==> config.mk <==
export PLATFORM = sky130hd
export DESIGN_NAME = vga_timing_flat
export DESIGN_NICKNAME = d
export VERILOG_FILES = /design/src/rtl/vga_pkg.sv /design/src/rtl/vga_if.sv /design/src/rtl/vga_timing_wrap_counter.sv /design/src/rtl/vga_timing.sv /design/src/flat_wrapper.sv
export SDC_FILE = /design/constraint.sdc
export NUM_CORES = 1
export LEC_CHECK = 0
export ABC_AREA = 1
export BUFFER_PORTS_ARGS = -buffer_cell sky130_fd_sc_hd__buf_2
export CAP_MARGIN = 20
export CORE_ASPECT_RATIO = 0.7
export CORE_MARGIN = 2
export CORE_UTILIZATION = 45
export DETAILED_ROUTE_END_ITERATION = 10
export PLACE_DENSITY = 0.72
export REMOVE_ABC_BUFFERS = 1
export SYNTH_ARGS = -nofsm -noshare
export SYNTH_HDL_FRONTEND = slang
export SYNTH_SLANG_ARGS = --single-unit
==> constraint.sdc <==
create_clock -name clk -period 2.65 [get_ports clk]
set_clock_uncertainty 0.15 [all_clocks]
set_input_delay 0.3975 -clock clk [delete_from_list [all_inputs] [get_ports clk]]
set_output_delay 0.3975 -clock clk [all_outputs]
set_load 0.01 [all_outputs]
==> src/rtl/vga_pkg.sv <==
// Shared VGA timing constants (800x600@60, 40 MHz pixel clock) and helpers.
package vga_pkg;

  localparam int CNT_W     = 11;
  localparam int CNT_LIMIT = 2048;

  localparam int HOR_PIXELS = 800;
  localparam int H_FP       = 40;
  localparam int H_SYNC     = 128;
  localparam int H_BP       = 88;
  localparam int H_TOTAL    = HOR_PIXELS + H_FP + H_SYNC + H_BP;

  localparam int VER_PIXELS = 600;
  localparam int V_FP       = 1;
  localparam int V_SYNC     = 4;
  localparam int V_BP       = 23;
  localparam int V_TOTAL    = VER_PIXELS + V_FP + V_SYNC + V_BP;

  localparam logic [11:0] RGB_BLANK = 12'h000;

  typedef struct packed {
    logic hsync;
    logic hblnk;
    logic vsync;
    logic vblnk;
  } vga_flags_t;

  // True when lo <= val < lo+len.
  function automatic logic in_window(input int val, input int lo, input int len);
    return (val >= lo) && (val < lo + len);
  endfunction

endpackage

==> src/rtl/vga_if.sv <==
// VGA bus between the timing source and the drawing stages.
interface vga_if;
  import vga_pkg::*;

  logic [CNT_W-1:0] vcount;
  logic             vsync;
  logic             vblnk;
  logic [CNT_W-1:0] hcount;
  logic             hsync;
  logic             hblnk;
  logic [11:0]      rgb;

  modport out (output vcount, vsync, vblnk, hcount, hsync, hblnk, rgb);
  modport in  (input  vcount, vsync, vblnk, hcount, hsync, hblnk, rgb);

endinterface

==> src/rtl/vga_timing_wrap_counter.sv <==
// Counter 0..MAX that advances on inc and wraps to 0. Exposes its next value
// so the parent can decode flags that line up with the registered count.
module wrap_counter #(
  parameter int W   = 11,
  parameter int MAX = 1055
) (
  input  logic         clk,
  input  logic         rst,
  input  logic         inc,
  output logic [W-1:0] count_o,
  output logic [W-1:0] next_o,
  output logic         wrap_o
);

  localparam logic [W-1:0] MAX_V = W'(MAX);

  logic [W-1:0] count_q;
  logic [W-1:0] count_d;

  // Next count and wrap strobe; wrap only fires when the counter actually advances.
  always_comb begin
    count_d = count_q;
    wrap_o  = 1'b0;
    if (inc) begin
      if (count_q == MAX_V) begin
        count_d = '0;
        wrap_o  = 1'b1;
      end else begin
        count_d = count_q + 1'b1;
      end
    end
  end

  // Count register.
  always_ff @(posedge clk) begin
    if (rst) count_q <= '0;
    else     count_q <= count_d;
  end

  assign count_o = count_q;
  assign next_o  = count_d;

endmodule

==> src/rtl/vga_timing.sv <==
// VGA timing source: pixel/line counters, sync and blank flags, start-of-frame
// pulse and frame counter. All outputs are registered and aligned to the counters.
module vga_timing
  import vga_pkg::*;
#(
  parameter int H_ACTIVE = vga_pkg::HOR_PIXELS,
  parameter int H_FP     = vga_pkg::H_FP,
  parameter int H_SYNC   = vga_pkg::H_SYNC,
  parameter int H_BP     = vga_pkg::H_BP,
  parameter int V_ACTIVE = vga_pkg::VER_PIXELS,
  parameter int V_FP     = vga_pkg::V_FP,
  parameter int V_SYNC   = vga_pkg::V_SYNC,
  parameter int V_BP     = vga_pkg::V_BP,
  parameter bit SYNC_POL = 1'b1,
  parameter int FCNT_W   = 16
) (
  input  logic              clk,
  input  logic              rst,
  input  logic              ce,
  vga_if.out                vga_out,
  output logic              frame_start,
  output logic [FCNT_W-1:0] frame_cnt
);

  localparam int H_TOT = H_ACTIVE + H_FP + H_SYNC + H_BP;
  localparam int V_TOT = V_ACTIVE + V_FP + V_SYNC + V_BP;

  if (H_TOT > CNT_LIMIT || V_TOT > CNT_LIMIT) begin : g_bad_timing
    $fatal(1, "vga_timing: line or frame total exceeds 11-bit counter range");
  end

  logic [CNT_W-1:0] h_cnt, h_nxt, v_cnt, v_nxt;
  logic             h_wrap, v_wrap;

  wrap_counter #(.W(CNT_W), .MAX(H_TOT - 1)) u_hcnt (
    .clk     (clk),
    .rst     (rst),
    .inc     (ce),
    .count_o (h_cnt),
    .next_o  (h_nxt),
    .wrap_o  (h_wrap)
  );

  wrap_counter #(.W(CNT_W), .MAX(V_TOT - 1)) u_vcnt (
    .clk     (clk),
    .rst     (rst),
    .inc     (ce & h_wrap),
    .count_o (v_cnt),
    .next_o  (v_nxt),
    .wrap_o  (v_wrap)
  );

  vga_flags_t       flags_q, flags_d, flags_idle;
  logic             frame_start_q, frame_start_d;
  logic [FCNT_W-1:0] frame_cnt_q, frame_cnt_d;

  assign flags_idle = '{hsync: ~SYNC_POL, hblnk: 1'b0, vsync: ~SYNC_POL, vblnk: 1'b0};

  // Decode flags from the next counter values so they land with the counters.
  // The v counter only moves on an h wrap with ce, so its wrap marks (0,0).
  always_comb begin
    flags_d       = flags_idle;
    flags_d.hblnk = (int'(h_nxt) >= H_ACTIVE);
    flags_d.vblnk = (int'(v_nxt) >= V_ACTIVE);
    flags_d.hsync = in_window(int'(h_nxt), H_ACTIVE + H_FP, H_SYNC) ~^ SYNC_POL;
    flags_d.vsync = in_window(int'(v_nxt), V_ACTIVE + V_FP, V_SYNC) ~^ SYNC_POL;
    frame_start_d = v_wrap;
    frame_cnt_d   = frame_cnt_q + FCNT_W'(v_wrap);
  end

  // Flag, pulse and frame counter registers.
  always_ff @(posedge clk) begin
    if (rst) begin
      flags_q       <= flags_idle;
      frame_start_q <= 1'b0;
      frame_cnt_q   <= '0;
    end else begin
      flags_q       <= flags_d;
      frame_start_q <= frame_start_d;
      frame_cnt_q   <= frame_cnt_d;
    end
  end

  assign vga_out.hcount = h_cnt;
  assign vga_out.vcount = v_cnt;
  assign vga_out.hsync  = flags_q.hsync;
  assign vga_out.hblnk  = flags_q.hblnk;
  assign vga_out.vsync  = flags_q.vsync;
  assign vga_out.vblnk  = flags_q.vblnk;
  assign vga_out.rgb    = RGB_BLANK;
  assign frame_start    = frame_start_q;
  assign frame_cnt      = frame_cnt_q;

endmodule

==> src/flat_wrapper.sv <==
// flat-port wrapper written by rule: the top's interface ports become plain ports
module vga_timing_flat import vga_pkg::*;
#(
  parameter int H_ACTIVE = vga_pkg::HOR_PIXELS,
  parameter int H_FP     = vga_pkg::H_FP,
  parameter int H_SYNC   = vga_pkg::H_SYNC,
  parameter int H_BP     = vga_pkg::H_BP,
  parameter int V_ACTIVE = vga_pkg::VER_PIXELS,
  parameter int V_FP     = vga_pkg::V_FP,
  parameter int V_SYNC   = vga_pkg::V_SYNC,
  parameter int V_BP     = vga_pkg::V_BP,
  parameter bit SYNC_POL = 1'b1,
  parameter int FCNT_W   = 16
)
  (clk, rst, ce, frame_start, frame_cnt, vga_out_vcount, vga_out_vsync, vga_out_vblnk, vga_out_hcount, vga_out_hsync, vga_out_hblnk, vga_out_rgb);
  vga_if vga_out_i ();
  input  logic clk;
  input  logic rst;
  input  logic ce;
  output logic frame_start;
  output logic [FCNT_W-1:0] frame_cnt;
  output wire logic [$bits(vga_out_i.vcount)-1:0] vga_out_vcount;
  output wire logic [$bits(vga_out_i.vsync)-1:0] vga_out_vsync;
  output wire logic [$bits(vga_out_i.vblnk)-1:0] vga_out_vblnk;
  output wire logic [$bits(vga_out_i.hcount)-1:0] vga_out_hcount;
  output wire logic [$bits(vga_out_i.hsync)-1:0] vga_out_hsync;
  output wire logic [$bits(vga_out_i.hblnk)-1:0] vga_out_hblnk;
  output wire logic [$bits(vga_out_i.rgb)-1:0] vga_out_rgb;
  assign vga_out_vcount = vga_out_i.vcount;
  assign vga_out_vsync = vga_out_i.vsync;
  assign vga_out_vblnk = vga_out_i.vblnk;
  assign vga_out_hcount = vga_out_i.hcount;
  assign vga_out_hsync = vga_out_i.hsync;
  assign vga_out_hblnk = vga_out_i.hblnk;
  assign vga_out_rgb = vga_out_i.rgb;
  vga_timing #(.H_ACTIVE(H_ACTIVE), .H_FP(H_FP), .H_SYNC(H_SYNC), .H_BP(H_BP), .V_ACTIVE(V_ACTIVE), .V_FP(V_FP), .V_SYNC(V_SYNC), .V_BP(V_BP), .SYNC_POL(SYNC_POL), .FCNT_W(FCNT_W)) u_core (.clk(clk), .rst(rst), .ce(ce), .vga_out(vga_out_i), .frame_start(frame_start), .frame_cnt(frame_cnt));
endmodule
==> results of run 1 <==
==> power by group <==
part	total, mW	leakage [nW]	switching [mW]	internal, mW
clock	0.461	0.0474	0.248	0.213
combinational	0.0529	1.01	0.0363	0.0166
sequential	0.652	0.348	0.00323	0.649
total	1.17	1.40	0.288	0.878
==> cell usage after synthesis (all sizes together) <==
master,n,area share
xor2,4,0.014
inv,45,0.070
ha,4,0.021
nor3b,3,0.0093
clkbuf,3,0.0046
o21ai,16,0.033
a31oi,1,0.0026
and2,1,0.0036
nand3,23,0.059
nor3,13,0.031
nand4,7,0.021
o21bai,2,0.0062
conb,1,0.0015
buf,14,0.042
nor2,66,0.13
o211ai,3,0.0093
and3,3,0.0077
nand3b,2,0.0062
a21oi,14,0.030
dfxtp,43,0.35
clkinv,1,0.0021
nand2,90,0.14
==> metrics by stage <==
stage	worst slack, ns	setup TNS (ns)	hold slack, ns
final	0.116	0	0.381
after global routing	-0.0972	-0.299	0.410
after CTS	0.000984	0	0.381
after detailed placement	-0.0135	-0.0135	0.351
after global placement	0.113	0	0.342
after floorplan	-0.0654	-0.0654	0.317
==> worst paths after layout <==
kind	to	startpoint	slack (ns)
worst max-delay path	u_core.frame_cnt[12]$_SDFF_PP0_	u_core.u_vcnt.count_o[1]$_SDFF_PP0_	0.12
worst min-delay path	u_core.frame_cnt[7]$_SDFF_PP0_	u_core.frame_cnt[7]$_SDFF_PP0_	0.38
worst max register to register	u_core.frame_cnt[12]$_SDFF_PP0_	u_core.u_vcnt.count_o[1]$_SDFF_PP0_	0.12
worst min register to register	u_core.frame_cnt[7]$_SDFF_PP0_	u_core.frame_cnt[7]$_SDFF_PP0_	0.38
==> final cells by class <==
cell class / instances / area (um2)
multi-input cells: 264 / 1410
fillers: 499 / 2150
well taps: 72 / 90.1
inverters: 46 / 174
repair buffers: 74 / 443
clock inverters: 2 / 16.3
clock buffers: 6 / 82.6
flip-flops and latches: 43 / 866
==> logic make-up (layout without fill, tap and decap cells) <==
logic type	count (synthesis)	after routing	share of synthesized area
other	1	12	0.00154
adder cells (fa/ha/maj)	4	4	0.0206
buffers and inverters	63	128	0.118
flip-flops	43	43	0.354
AND/OR/NAND/NOR	208	208	0.409
XOR/XNOR	4	4	0.0144
AO/OA/AOI/OAI	36	36	0.0814
==> state kept, by name, summed over array words and instances (netlist names) <==
register	cells
u_core.frame_cnt	16
u_core.frame_start	1
u_core.u_hcnt.count_o	11
u_core.u_vcnt.count_o	11
u_core.vga_out.hblnk	1
u_core.vga_out.hsync	1
u_core.vga_out.vblnk	1
u_core.vga_out.vsync	1
==> per-layer routing <==
metal / track usage / part of all wire
met4: 0.0746 / 0.018
met1: 0.302 / 0.49
met3: 0.0367 / 0.074
met5: 0 / 0
met2: 0.330 / 0.42
==> what timing repair did <==
| action | CTS | global route |
|---|---|---|
| pin swaps | 2 | 8 |
| resized for setup | 7 | 19 |
| buffers inserted | 1 | 5 |
| setup endpoints to repair | 1 | 5 |
==> worst max-delay path, stage by stage (launching register included) <==
cell	delay [ns]
dfxtp_2	0.37
ha_4	0.14
nand2_2	0.04
nor2_2	0.12
nand2_1	0.08
nor2_2	0.12
nand2_2	0.07
inv_2	0.06
ha_4	0.14
ha_4	0.13
nand2_2	0.05
inv_2	0.06
nand4_1	0.11
nor2_1	0.14
and3_1	0.20
nand2_2	0.09
nor2_4	0.11
and3_4	0.18
nor3_2	0.04
==> results by group, run 1 <==
Run status
  – Outcome: finished, final reports clean

GRT
  – Largest net degree at the start of global routing: 31
  – First-pass GRT wire length: ~10,000 um
  – Overflow after GRT: 0
  – Vias in the first global route: between 2,000 and 2,500
  – Total track usage: 0.213
  – Initial antenna violation count: 0

Timing
  – Final setup viols: 0
  – RSZ-0062 raised after global routing: yes
  – Max Freq: between 0.3 and 0.4 GHz
  – Final Hold Viols: 0
  – Tcrit/Tclk final: 0.956
  – Slew Viols, Final: 0
  – Tmin final: around 2.5 ns

Finish
  – Non-Filler Cell Area, Final: between 0.003 and 0.004 mm2
  – Non-Filler Instances: slightly above 500
  – Final core utilization: 0.589
  – Most frequent cells in the layout: nand2_1 (81), nor2_1 (50), buf_2 (45)
  – Area Overhead vs Synth: 26.8%
  – Layout cells sized above 1: 0.308
  – Ant diodes: 0
  – # nets final: 441
  – Commonest non-fill, non-tap cell in the layout: nand2_1

Die
  – Total core area: ~0.0052 mm2
  – Die Wd: 91.8 um
  – Die H: about 65 um
  – DIE AREA: around 0.0060 mm2
  – Io pins: 58
  – Row cnt: 22
  – Starting Density: 0.464

Clock network
  – Clk buf depth: 2
  – Hold_buf cts: 0
  – # H-tree levels: 2
  – TritonCTS clock tree: done
  – Clk_lat worst skew: around 0.31 ns
  – Clock Sink Count: 43
  – Clock transition at the registers of the reported paths: ~0.080 ns
  – Clk root buf: clkbuf_8
  – Num CTS Buffers: 5

Worst hold path
  – Hold Crit Depth: 2
  – Hold WC Path Type: reg2reg

Synthesis
  – Seq/Total Area, Yosys: 0.354
  – Mapped cell area: 0.00243 mm2
  – Mean Syn Cell Area: between 6 and 7 um2
  – Post-synth cell types: 33
  – Cell count after synthesis: ~360
  – #FFs+latches synth: 43
  – Yosys warns: 0

Route
  – Final wirelength: ~6400 um
  – Via count: about 2,600
  – DRC Markers: 0
  – TritonRoute pass-1 iters: 4
  – Post-DRT Antenna Nets: 0
  – Vias per cell: between 5 and 6
  – WL/cell: approximately 13 um
  – Drt initial violations: about 180

Place
  – HPWL after detailed placement: roughly 4600 um
  – Placer Congestion: ~0.93
  – I/O Buffers: 45
  – Placed Instances: slightly below 500
  – Post-DP Area: ~0.0028 mm2

Pwr
  – Power Density: about 380 mW/mm2
  – VDD IR-drop max: between 0.3 and 0.4 mV
  – Lkg Pwr: between 1 and 1.5 nW
  – Overall Power: between 1 and 1.5 mW

Worst setup path
  – Kind of critical path: reg2reg
  – Worst reg-to-reg path cell count: 18
  – Worst EP required: ~2.7 ns
  – Crit end category: register
  – Startpoint types: register
  – Crit path DAT: 2.57 ns
  – Crit path max fanout: 3

Job
  – Max_cap viols: 0
No activity file was read; power rests on OpenSTA's default activity.
==> inputs of run 2 (changes only) <==
--- a/config.mk
+++ b/config.mk
@@ -5,7 +5,6 @@
 export SDC_FILE = /design/constraint.sdc
 export NUM_CORES = 1
 export LEC_CHECK = 0
-export ABC_AREA = 1
 export BUFFER_PORTS_ARGS = -buffer_cell sky130_fd_sc_hd__buf_2
 export CAP_MARGIN = 20
 export CORE_ASPECT_RATIO = 0.7
==> run 2 against run 1 <==
Effect of this change: critical endpoint is now u_core.frame_cnt[14]$_SDFF_PP0_; highest routed layer unchanged; final area shrank 4.8%; routed wire length shrank 11%; worst hold slack lost 0.028 ns; critical path type unchanged.
==> results by group, run 2 <==
Run status
  – Outcome: finished, final reports clean

GRT
  – Overflow after GRT: 0
  – Largest net degree at the start of global routing: 24
  – Grt met1 use: 0.283
  – First-pass GRT wire length: 8560 um
  – Most used routing layer: met1
  – Vias in the first global route: roughly 1,800
  – Initial antenna violation count: 0
  – Global Route met3 Usage: 0.0485
  – Grt met2 use: 0.280
  – Total track usage: 0.192

Synthesis
  – Mean Syn Cell Area: approximately 8.5 um2
  – Seq/Total Area, Yosys: 0.382
  – Simple-gate portion of the synthesized area: 0.291
  – Synth Area in Compound Gates: 0.116
  – Yosys warns: 0
  – EDFF count, synth: 0
  – Yosys top cell area share: 0.382
  – Post-Synth Adder-Cell Area: 0.0222
  – Dominant cell type by area after synthesis: dfxtp_1
  – Cell count after synthesis: between 200 and 300
  – FFs w/ async S/R, synth: 0
  – Post-synth cell types: 54
  – Largest family of logic cells by synthesized area: simple AND/OR/NAND/NOR gates
  – Top cells by area, synth: dfxtp_1 (38%), nor2_1 (6.0%), xnor2_1 (5.4%)
  – Mapped cell area: 0.00225 mm2
  – #FFs+latches synth: 43
  – Commonest cells in the netlist: dfxtp_1 (43), nor2_1 (36), nand2_1 (17), xnor2_1 (14)
  – Cell with the most instances after synthesis: dfxtp_1
  – Ys flop type: dfxtp_1
  – Post-Synth XOR/XNOR Area: 0.0934
  – Mux contribution to synthesized area: 0.0133

Worst hold path
  – Hold WC Path Type: in2reg
  – Hold Startpoint: rst
  – Hold Crit Depth: 2
  – Hold EP: u_core.u_vcnt.count_o[3]$_SDFF_PP0_

Pwr
  – Lkg Pwr: roughly 1.3 nW
  – Power Density: 383 mW/mm2
  – Overall Power: 1.12 mW
  – VDD IR-drop max: approximately 0.21 mV

Die
  – DIE AREA: ~0.0056 mm2
  – Total core area: approximately 0.0048 mm2
  – Die H: 63.2 um
  – Die Wd: ~90 um
  – Io pins: 58
  – Starting Density: 0.468
  – Row cnt: 21

Finish
  – Area Overhead vs Synth: 30.4%
  – Ant diodes: 0
  – Commonest non-fill, non-tap cell in the layout: buf_2
  – Non-Filler Instances: around 410
  – Max reg flops: 16
  – Most frequent cells in the layout: buf_2 (45), dfxtp_1 (40), buf_4 (36)
  – Fillers: between 400 and 500
  – Layout cells sized above 1: 0.339
  – # nets final: 348

Timing
  – Worst Tran Pin Value: a little over 0.5 ns
  – Final worst slack: 0.0431 ns
  – Max Freq: about 0.38 GHz
  – Final Hold Viols: 0
  – Tmin final: 2.61 ns
  – Worst rel slew slack: 0.656
  – Slew Viols, Final: 0
  – Tcrit/Tclk final: 0.984
  – Final setup viols: 0

Clock network
  – TritonCTS clock tree: done
  – Clock Sink Count: 43
  – Clk_lat worst skew: roughly 0.29 ns
  – Clk root buf: clkbuf_8
  – Clk buf depth: 2
  – Clock transition at the registers of the reported paths: 0.08 ns
  – Hold_buf cts: 0
  – Num CTS Buffers: 5
  – # H-tree levels: 2

Place
  – I/O Buffers: 45
  – HPWL after detailed placement: between 3000 and 4000 um
  – Pre-CTS setup slack: around 0.024 ns
  – Placed Instances: slightly below 400
  – Placer Congestion: about 0.91

Route
  – DRC Markers: 0
  – Via count: around 2,200
  – WL/cell: 13.7 um
  – Drt initial violations: 150
  – TritonRoute pass-1 iters: 4
  – Final wirelength: approximately 5600 um
  – Vias per cell: about 5.2
  – Post-DRT Antenna Nets: 0

Worst setup path
  – Reg-to-reg endpoint: u_core.frame_cnt[14]$_SDFF_PP0_
  – Crit path from: u_core.u_vcnt.count_o[8]$_SDFF_PP0_
  – Startpoint types: register
  – Kind of critical path: reg2reg
  – Crit path max fanout: 4
  – Reg2reg setup slack: 0.04 ns
  – Worst r2r src: u_core.u_vcnt.count_o[8]$_SDFF_PP0_
  – Worst EP required: roughly 2.7 ns
  – Crit path DAT: around 2.7 ns
  – Crit end category: register
  – Worst reg-to-reg path cell count: 8

Job
  – Max_cap viols: 0
run 2: cell count changes after synthesis, moves of 4 or more:
cell     previous run  this run
nor2b_1             0         4
nor2_4              6         0
xor2_1              4        10
nor2_1             52        36
inv_1              41        10
xnor2_1             0        14
inv_2               4         0
nand2_1            86        17
nand2_2             4         0
o21ai_0            14         8
nand3_1            19        13
nor2_2              8         0
run 2: critical path, stage by stage (launching register included):
cell and delay (ns):
dfxtp_2 0.32, or4b_4 0.54, or3_4 0.42, nor2_4 0.11, ha_4 0.16, ha_4 0.14
nand4_1 0.16, or3_1 0.42, a21oi_1 0.12
run 2: layer usage:
metal  vias to the layer above  wire, um
li1                       1059         -
met2                        95      2530
met4                         0        86
met5                         -         0
met3                        10       358
met1                       992      2670
run 2: layout make-up:
| class | instances | area (um2) | area share |
|---|---|---|---|
| Multi-Input combinational cell | 200 | 1370 | 0.465 |
| Sequential cell | 43 | 865 | 0.295 |
| Timing Repair Buffer | 81 | 495 | 0.169 |
| Tap cell | 69 | 86.3 | 0.0294 |
| Clock buffer | 6 | 72.6 | 0.0247 |
| Inverter | 10 | 37.5 | 0.0128 |
| Clock inverter | 2 | 12.5 | 0.00426 |
run 2: worst max path at each step:
stage,endpoint
2_1_floorplan,u_core.frame_cnt[15]$_SDFF_PP0_
3_3_place_gp,u_core.frame_cnt[14]$_SDFF_PP0_
3_5_place_dp,u_core.vga_out.vsync$_SDFF_PP0_
4_1_cts,u_core.vga_out.vsync$_SDFF_PP0_
5_1_grt,u_core.frame_cnt[14]$_SDFF_PP0_
6_report,u_core.frame_cnt[14]$_SDFF_PP0_
run 2: cells by family (layout without fill, tap and decap cells):
logic type,Yosys count,count (layout)
mux,3,3
other cells,1,12
fa+ha+maj,4,4
flops,43,43
buf+inv,33,99
simple gates,117,118
compound gates,39,39
xor+xnor,24,24
run 2: power breakdown:
part           internal, mW  leakage (nW)  switching (mW)  total (mW)
sequential            0.652         0.348         0.00756       0.659
clock                 0.184        0.0412           0.222       0.407
combinational        0.0221         0.882          0.0371      0.0592
run 2: what timing repair did:
action,in CTS,in global routing
setup endpoints to repair,0,8
buffers inserted,0,6
gates resized for setup,0,28
run 2: stage by stage:
| stage | hold slack [ns] | util | setup TNS [ns] | instance area (um2) |
|---|---|---|---|---|
| after global placement | 0.336 | 0.560 | 0 | 2690 |
| after CTS | 0.338 | 0.578 | 0 | 2780 |
| after detailed placement | 0.354 | 0.560 | 0 | 2690 |
| final | 0.353 | 0.610 | 0 | 2930 |
| after floorplan | 0.317 | - | -0.150 | 2150 |
| after global routing | 0.366 | 0.610 | -0.0528 | 2930 |
